**src/rtl/mult_div_unit.sv**
```systemverilog
// mult_div_unit: multicycle signed/unsigned multiply and divide unit that
// produces HI/LO results through a start/busy/done handshake.
// Multiply is shift-add (one multiplier bit per RUN cycle, LSB first).
// Divide is restoring (one quotient bit per RUN cycle).
// Optional build macro MDU_EARLY_EXIT_EN: multiplies leave RUN as soon as the
// remaining multiplier bits are all zero. Results are the same either way;
// only the latency changes.
module mult_div_unit #(
  parameter int WIDTH = 32
) (
  input  logic             clock,
  input  logic             reset,
  input  logic             start,
  input  logic [1:0]       op,
  input  logic [WIDTH-1:0] a,
  input  logic [WIDTH-1:0] b,
  output logic             busy,
  output logic             done,
  output logic             div_zero,
  output logic [WIDTH-1:0] hi,
  output logic [WIDTH-1:0] lo
);

  localparam int CW = $clog2(WIDTH + 1);

  typedef enum logic [1:0] {
    IDLE = 2'd0,
    RUN  = 2'd1,
    DONE = 2'd2
  } state_t;

  state_t             state_q, state_d;
  logic [CW-1:0]      cnt_q, cnt_d;
  logic [2*WIDTH-1:0] acc_q, acc_d;
  logic [2*WIDTH-1:0] mcand_q, mcand_d;
  logic [WIDTH-1:0]   mplier_q, mplier_d;
  logic [WIDTH-1:0]   rem_q, rem_d;
  logic               is_div_q, is_div_d;
  logic               neg_res_q, neg_res_d;
  logic               neg_rem_q, neg_rem_d;
  logic               dz_q, dz_d;
  logic [WIDTH-1:0]   hi_q, hi_d;
  logic [WIDTH-1:0]   lo_q, lo_d;

  // Operand magnitudes; only the signed ops (op[0]==0) look at sign bits.
  logic             a_neg, b_neg;
  logic [WIDTH-1:0] a_mag, b_mag;
  assign a_neg = ~op[0] & a[WIDTH-1];
  assign b_neg = ~op[0] & b[WIDTH-1];
  assign a_mag = a_neg ? -a : a;
  assign b_mag = b_neg ? -b : b;

  // One multiply step: add the shifted multiplicand when the multiplier LSB is set.
  logic [2*WIDTH-1:0] mul_sum, prod_fix;
  assign mul_sum  = mplier_q[0] ? (acc_q + mcand_q) : acc_q;
  assign prod_fix = neg_res_q ? -mul_sum : mul_sum;

  // One restoring divide step; the borrow out of the WIDTH+1 bit trial
  // subtraction tells whether the divisor fits.
  logic [WIDTH:0]   div_shift, div_diff;
  logic             div_ge;
  logic [WIDTH-1:0] div_rem_nx, div_quo_nx;
  assign div_shift  = {rem_q, mplier_q[WIDTH-1]};
  assign div_diff   = div_shift - {1'b0, mcand_q[WIDTH-1:0]};
  assign div_ge     = ~div_diff[WIDTH];
  assign div_rem_nx = div_ge ? div_diff[WIDTH-1:0] : div_shift[WIDTH-1:0];
  assign div_quo_nx = {mplier_q[WIDTH-2:0], div_ge};

  // Decide whether the current RUN cycle is the last one.
  logic [CW-1:0] cnt_nx;
  logic          last_run;
  assign cnt_nx = cnt_q - 1'b1;
`ifdef MDU_EARLY_EXIT_EN
  assign last_run = (cnt_nx == '0) || (!is_div_q && (mplier_q[WIDTH-1:1] == '0));
`else
  assign last_run = (cnt_nx == '0);
`endif

  // Next-state, datapath and result logic for the IDLE/RUN/DONE sequence.
  always_comb begin
    state_d   = state_q;
    cnt_d     = cnt_q;
    acc_d     = acc_q;
    mcand_d   = mcand_q;
    mplier_d  = mplier_q;
    rem_d     = rem_q;
    is_div_d  = is_div_q;
    neg_res_d = neg_res_q;
    neg_rem_d = neg_rem_q;
    dz_d      = dz_q;
    hi_d      = hi_q;
    lo_d      = lo_q;
    case (state_q)
      IDLE: begin
        if (start) begin
          if (op[1] && (b == '0)) begin
            state_d = DONE;
            dz_d    = 1'b1;
          end else begin
            state_d   = RUN;
            cnt_d     = CW'(WIDTH);
            is_div_d  = op[1];
            neg_res_d = a_neg ^ b_neg;
            neg_rem_d = a_neg;
            acc_d     = '0;
            rem_d     = '0;
            if (op[1]) begin
              mplier_d = a_mag;
              mcand_d  = {{WIDTH{1'b0}}, b_mag};
            end else begin
              mplier_d = b_mag;
              mcand_d  = {{WIDTH{1'b0}}, a_mag};
            end
          end
        end
      end
      RUN: begin
        cnt_d = cnt_nx;
        if (is_div_q) begin
          rem_d    = div_rem_nx;
          mplier_d = div_quo_nx;
        end else begin
          acc_d    = mul_sum;
          mcand_d  = mcand_q << 1;
          mplier_d = mplier_q >> 1;
        end
        if (last_run) begin
          state_d = DONE;
          if (is_div_q) begin
            lo_d = neg_res_q ? -div_quo_nx : div_quo_nx;
            hi_d = neg_rem_q ? -div_rem_nx : div_rem_nx;
          end else begin
            {hi_d, lo_d} = prod_fix;
          end
        end
      end
      DONE: begin
        state_d = IDLE;
        dz_d    = 1'b0;
      end
      default: begin
        state_d = IDLE;
        dz_d    = 1'b0;
      end
    endcase
  end

  // State and datapath registers with synchronous active-low reset.
  always_ff @(posedge clock) begin
    if (!reset) begin
      state_q   <= IDLE;
      cnt_q     <= '0;
      acc_q     <= '0;
      mcand_q   <= '0;
      mplier_q  <= '0;
      rem_q     <= '0;
      is_div_q  <= 1'b0;
      neg_res_q <= 1'b0;
      neg_rem_q <= 1'b0;
      dz_q      <= 1'b0;
      hi_q      <= '0;
      lo_q      <= '0;
    end else begin
      state_q   <= state_d;
      cnt_q     <= cnt_d;
      acc_q     <= acc_d;
      mcand_q   <= mcand_d;
      mplier_q  <= mplier_d;
      rem_q     <= rem_d;
      is_div_q  <= is_div_d;
      neg_res_q <= neg_res_d;
      neg_rem_q <= neg_rem_d;
      dz_q      <= dz_d;
      hi_q      <= hi_d;
      lo_q      <= lo_d;
    end
  end

  assign busy     = (state_q != IDLE);
  assign done     = (state_q == DONE);
  assign div_zero = dz_q;
  assign hi       = hi_q;
  assign lo       = lo_q;

endmodule

```
**config.mk**
```make
export PLATFORM = sky130hd
export DESIGN_NAME = mult_div_unit
export DESIGN_NICKNAME = d
export VERILOG_FILES = /design/src/rtl/mult_div_unit.sv
export SDC_FILE = /design/constraint.sdc
export NUM_CORES = 1
export LEC_CHECK = 0
export ABC_AREA = 1
export BUFFER_PORTS_ARGS = -buffer_cell sky130_fd_sc_hd__buf_2
export CAP_MARGIN = 25
export CORE_MARGIN = 5
export CORE_UTILIZATION = 47
export CTS_BUF_LIST = sky130_fd_sc_hd__clkbuf_16
export DETAILED_ROUTE_END_ITERATION = 16
export HOLD_SLACK_MARGIN = 0.05
export PLACE_DENSITY = 0.62
export SYNTH_ARGS = -nofsm -noshare
export SYNTH_HDL_FRONTEND = slang
export SYNTH_SLANG_ARGS = --single-unit
```
**constraint.sdc**
```tcl
create_clock -name clock -period 7.9 [get_ports clock]
set_input_delay 0.79 -clock clock [delete_from_list [all_inputs] [get_ports clock]]
set_output_delay 0.79 -clock clock [all_outputs]
set_load 0.02 [all_outputs]
```
== Word-level counts from Yosys, hierarchy flattened ==
Index checks and enable logic that the tools add are counted.
Cells by class
  $add $sub $neg: 8
  multipliers: 0
  div/mod/pow operators: 0
  $lt $le $gt $ge: 0
  equal/unequal tests: 8
  shift-type cells: 0
  muxes and demuxes: 37
  bitwise logic cells: 7
  reductions and logical operators: 13
Operators by type and width (count)
  $mux W64: 8
  $mux W32: 15
  $pmux W64 S2: 2
  $neg A32 Y32: 4
  $pmux W32 S2: 2
  $add A64 B64 Y64: 1
  $neg A64 Y64: 1
  $sub A33 B32 Y33: 1
  $logic_not A32 Y1: 1
  $mux W6: 2
  $ne A2 B2 Y1 const B: 6
  $pmux W6 S2: 1
  $reduce_and A3 Y1: 3
  $reduce_and A4 Y1: 2
  $logic_not A6 Y1: 1
  $mux W2: 3
  $sub A6 B1 Y6 const B: 1
  $not A1 Y1: 4
  $pmux W2 S2: 1
  $reduce_and A2 Y1: 2
  $reduce_bool A2 Y1: 2
  $and A1 B1 Y1: 2
  $eq A2 B1 Y1 const B: 1
  $eq A2 B2 Y1 const B: 1
  other kinds (5): 6
Word-level totals
  register bits after elaboration: 268
  bits in latches: 0
  memory bits (writable): 0
  ROM bits: 0
  memories kept: 0

== Longest topological paths before layout ==
  depth after elaboration: 7
  mapped depth: 34
  gate-level depth less buffers: 31

== Least setup slack after synthesis ==
OpenSTA, ideal clock, no wires.
  path type: reg-to-reg
  start point: reg mplier_q[31]
  end point: reg lo_q[30] (netlist: lo[30])
  library setup time: 74 ps
  arrival time: 4062 ps
  required time: 7826 ps
  path slack: 3764 ps
  stages on the path, launching flop included: 34
  path buffers: 3
  clock period less this slack: 4136 ps
  path through: dfxtp_1 -> inv_1 -> ha_1 -> inv_1 -> fa_1 -> nand2_1 -> nand3_1 -> nand3_1 -> nand2_1 -> nand2_1 -> nand2_2 -> nand2_2 -> nand3_1 -> nand2_2 -> buf_4 -> buf_6 -> buf_4 -> ha_1 -> inv_1 -> nor3_1 -> inv_1 -> nor3_1 -> nand3_1 -> nor3_1 -> nand2_1 -> nand2_1 -> o21ai_0 -> nor2_1 -> o21ai_0 -> nor3_1 -> nor2_1 -> a21oi_1 -> o21ai_0 -> a31oi_1
On the way
  cells in the longest elaborated chain, start to end: 5
Ends and longest elaborated chain
  start: declaration: line 36  | logic [WIDTH-1:0] mplier_q, mplier_d;
  start signal: assignment: line 168  | mplier_q <= mplier_d;
  $sub A33 B32 Y33: line 64  | assign div_diff = div_shift - {1'b0, mcand_q[WIDTH-1:0]};
  $not A1 Y1: line 65  | assign div_ge = ~div_diff[WIDTH];
  $neg A32 Y32: line 130  | lo_d = neg_res_q ? -div_quo_nx : div_quo_nx;
  $mux W32: line 130
  $mux W32: line 129  | if (is_div_q) begin
  end signal: assignment: line 175  | lo_q <= lo_d;
  end: declaration: line 43  | logic [WIDTH-1:0] lo_q, lo_d;
Every way passes these cells.
A chain may end at the register's enable or synchronous reset.

== Worst setup path after layout ==
  start point: reg mcand_q[7]
  end point: reg lo_q[30] (netlist: lo[30])
On the way
  cells in the longest elaborated chain, start to end: 5
Ends and longest elaborated chain
  start: declaration: line 35  | logic [2*WIDTH-1:0] mcand_q, mcand_d;
  start signal: assignment: line 167  | mcand_q <= mcand_d;
  $add A64 B64 Y64 or $sub A33 B32 Y33 (tied branches): line 55, 64
  $mux W64 or $not A1 Y1 (tied branches): line 55, 65
  $neg A64 Y64 or $neg A32 Y32 (tied branches): line 56, 130
  $mux W64 or $mux W32 (tied branches): line 56, 130
  $mux W32 *: line 129
Every way passes the cells marked *; elsewhere a longest branch is shown, timed or not.

==> results.md <==
* Root Driver: clkbuf_16
* Clk network pwr share at 29.7%
* Post-synthesis mux area share at 0%
* Syn avg cell area at 5.39 um2
* Synth Area in Compound Gates at 16.2%
* Footprint of the multi-input gates at 18300 um2
* Minimum clock period after layout at 4770 ps
* Cts bufs inserted at 36
* Post-cts hold buffer count at 0
* Relative slew margins at 30.1%
* CP endpoint kind: flip-flop
* Final WL at 109 mm
* Core Rows at 88
* Most frequent cell after synthesis: nand2_1
* CP required at 8390 ps
* Core ar. at 57600 um2
* Setup Crit Path Kind: reg2reg
* Starting Density at 47.3%
* Mapped Nets at 5229
* RR Startpoint: mcand_q[7]$_SDFFE_PN0P_
* Layout cells sized above 1 at 6.63%
* Vias in the first global route at 28169
* Max-cap viol count at 0
* Area grow syn2layout at 8.06%
* Slowest cell delay on critical path at 480 ps
* Synth Area in Adders at 4.83%
* # fillers at 6341
* P_int at 0.00295 W
* Register area share after synthesis at 19.7%
* Asr flop ratio synth at 0%
* RSZ-0062 raised after global routing: no
* Net Sw Power at 0.00241 W
* Max VDD drop at 0.000150 V
* Die Y at 251 um
* Synth Area in XOR/XNOR at 2.22%
* DP Cell Count at 5797
* Initial antenna violation count at 2
* CP startpoint kind: flip-flop
* Resized cells post-CTS at 0
* Worst hold path class: reg2reg
* Final setup fails at 0
* Yosys top cell area share at 25.5%
* Postcts setup bufs at 0
* Pin count of the biggest net entering global routing at 102
* First-pass GRT wire length at 164 mm
* Die W at 251 um
* H-Tree Depth at 2
* PnR Total Power at 0.00536 W
* Warnings from Yosys at 0
* Crit path max-delay cell type: dfxtp_1
* DRC Markers at 0
* Outcome: finished clean
* End point of the critical path: lo[30]$_SDFFE_PN0P_
* Final Hold Fails at 0
* Comb power frac at 39.6%
* R2R cell count at 29
* DR WL/cell at 18.6 um
* Synth area leader: nand2_1
* Clock Skew at 23.7 ps
* Die area at 62900 um2
* Final std cells w/o fill at 5861
* Critical Path Start: mcand_q[7]$_SDFFE_PN0P_
* Synth Cell Area at 27200 um2
* Commonest cells post-synth: 1848 x nand2_1, 724 x inv_1, 437 x nor2_1, 394 x nand3_1, 360 x a21oi_1
* Clk buf depth at 3
* Initial DRC count at 3731
* Clk sinks at 268
* Vias at 32071
* Critical path arrival at 5260 ps
* Top FF cell, synth: dfxtp_1
* Flops & latches, synth at 268
* Setup TNS after final layout at 0 ps
* Clock-pin slew on the worst setup and hold paths at 60 ps
* Drt pass-1 iters at 6
* Synthesized netlist cell count at 5056
* Post-Synth Simple-Gate Area at 44.1%
* GPL Wtd Cong at 1.02
* Switching share of power at 45.0%
* Port bufs at 135
* Most frequent CP cell: nand2_1
* Vias/cell at 5.47
* Combinational family with the most area after synthesis: simple AND/OR/NAND/NOR gates
* Clock latency on the worst-skew pair at 570 ps
* Post-DRT Antenna Nets at 0
* IO Pins at 136
* Flop pwr share at 30.6%
* Final nets at 5244
* Part of the cycle the worst path needs at 60.3%
* CTS tree: built
* Tot GR Track Use at 32.8%
* Crit path max fanout at 4
* Leak Pwr at 15.4 nW
* Fmax achieved at 210 MHz
* Storage element area at 5370 um2
* GRT overflow at 0
* Synth top area cells: nand2_1 25%, dfxtp_1 20%, inv_1 10%
* R2R Path End: lo[30]$_SDFFE_PN0P_
* HPWL Detailed at 85.2 mm
* Max-slew violations at 0
* Cell variety after synth at 57
* Worst slew pin tran at 1050 ps
* FF-to-FF setup slack at 3130 ps
* Pwr dens at 182 nW/um2
* Post-synth EDFFs at 0
placed cells by master, fill, tap and decap left out, drive strengths merged, types with 4 or more instances in the layout:
| cell | count |
|---|---|
| o21bai | 11 |
| inv | 743 |
| clkbuf | 36 |
| dfxtp | 268 |
| xor2 | 45 |
| clkinv | 14 |
| nor3 | 38 |
| nor2 | 462 |
| o31ai | 10 |
| o21ai | 253 |
| o211ai | 40 |
| nor4 | 10 |
| ha | 102 |
| o22ai | 7 |
| xnor2 | 24 |
| a21oi | 362 |
| a221oi | 9 |
| a21o | 5 |
| a22oi | 24 |
| a31oi | 46 |
| and2 | 6 |
| buf | 161 |
| nand2 | 1868 |
| nand3b | 13 |
| or2 | 57 |
| nand3 | 400 |
| o221ai | 10 |
| nand4 | 46 |
| a211oi | 4 |
state kept, by name (all words and copies together) (netlist names):
signal     count
cnt_q          6
acc_q         64
rem_q         32
is_div_q       1
mcand_q       64
div_zero       1
state_q        2
neg_rem_q      1
hi            32
neg_res_q      1
mplier_q      32
lo            32
cells by family after synthesis:
family                     after synthesis
adders and majority gates              104
AOI/OAI and AO/OA                      791
buffers and inverters                  918
xor gates and xnor gates                69
DFF                                    268
and+or+nand+nor                       2906
power groups by stage:
stage / Clock (W) / Sequential [W] / Combinational (W)
after detailed placement: 0 / 0.00166 / 0.00206
after CTS: 0.00161 / 0.00163 / 0.00207
after global routing: 0.00167 / 0.00165 / 0.00232
after floorplan: 0 / 0.00155 / 0.00148
after global placement: 0 / 0.00166 / 0.00205
final: 0.00159 / 0.00164 / 0.00212
worst min-delay path by stage:
stage / from / slack, ps / depth (start not counted) / endpoint
finish: mcand_q[63]$_SDFFE_PN0P_ / 480 / 2 / mcand_q[63]$_SDFFE_PN0P_
floorplan: rem_q[1]$_SDFFE_PN0P_ / 450 / 2 / rem_q[1]$_SDFFE_PN0P_
global route: acc_q[21]$_SDFFE_PN0P_ / 500 / 2 / acc_q[21]$_SDFFE_PN0P_
CTS: acc_q[0]$_SDFFE_PN0P_ / 480 / 2 / acc_q[0]$_SDFFE_PN0P_
global placement: acc_q[3]$_SDFFE_PN0P_ / 470 / 2 / acc_q[3]$_SDFFE_PN0P_
detailed placement: acc_q[0]$_SDFFE_PN0P_ / 470 / 2 / acc_q[0]$_SDFFE_PN0P_
layer usage:
layer	routed length (um)	track usage (%)	vias to the layer above	part of all wire, %
li1	-	-	16098	-
met1	47900	46.4	14469	44
met2	47400	51.7	1315	44
met3	9430	4.42	187	8.7
met4	3940	11.1	2	3.6
met5	11	0	-	0.010
layout make-up:
cell class,instances,area share (%)
Antenna cell,1,0.00850
Clock buffer,36,3.06
Clock inverter,26,0.672
Inverter,734,9.39
Multi-Input combinational cell,3870,62.3
Sequential cell,268,18.3
Tap cell,765,3.25
Timing Repair Buffer,161,3.04
through the flow:
stage | setup slack, ps | hold WS (ps) | cell area, um2 | utilization [%]
floorplan | 3760 | 453 | 27200 | -
global route | 2660 | 501 | 29400 | 51.1
finish | 3130 | 478 | 29400 | 51.1
CTS | 3210 | 480 | 29400 | 51.1
global placement | 2930 | 470 | 28300 | 49.2
detailed placement | 2890 | 472 | 28300 | 49.2
worst max-delay path: cells and delay by family (launching register included):
family,cells,cell delay (ps)
buffers and inverters,3,360
adders and majority gates,2,580
DFF,1,480
and+or+nand+nor,19,2560
AOI/OAI and AO/OA,5,680
(Power assumes the default switching activity.)
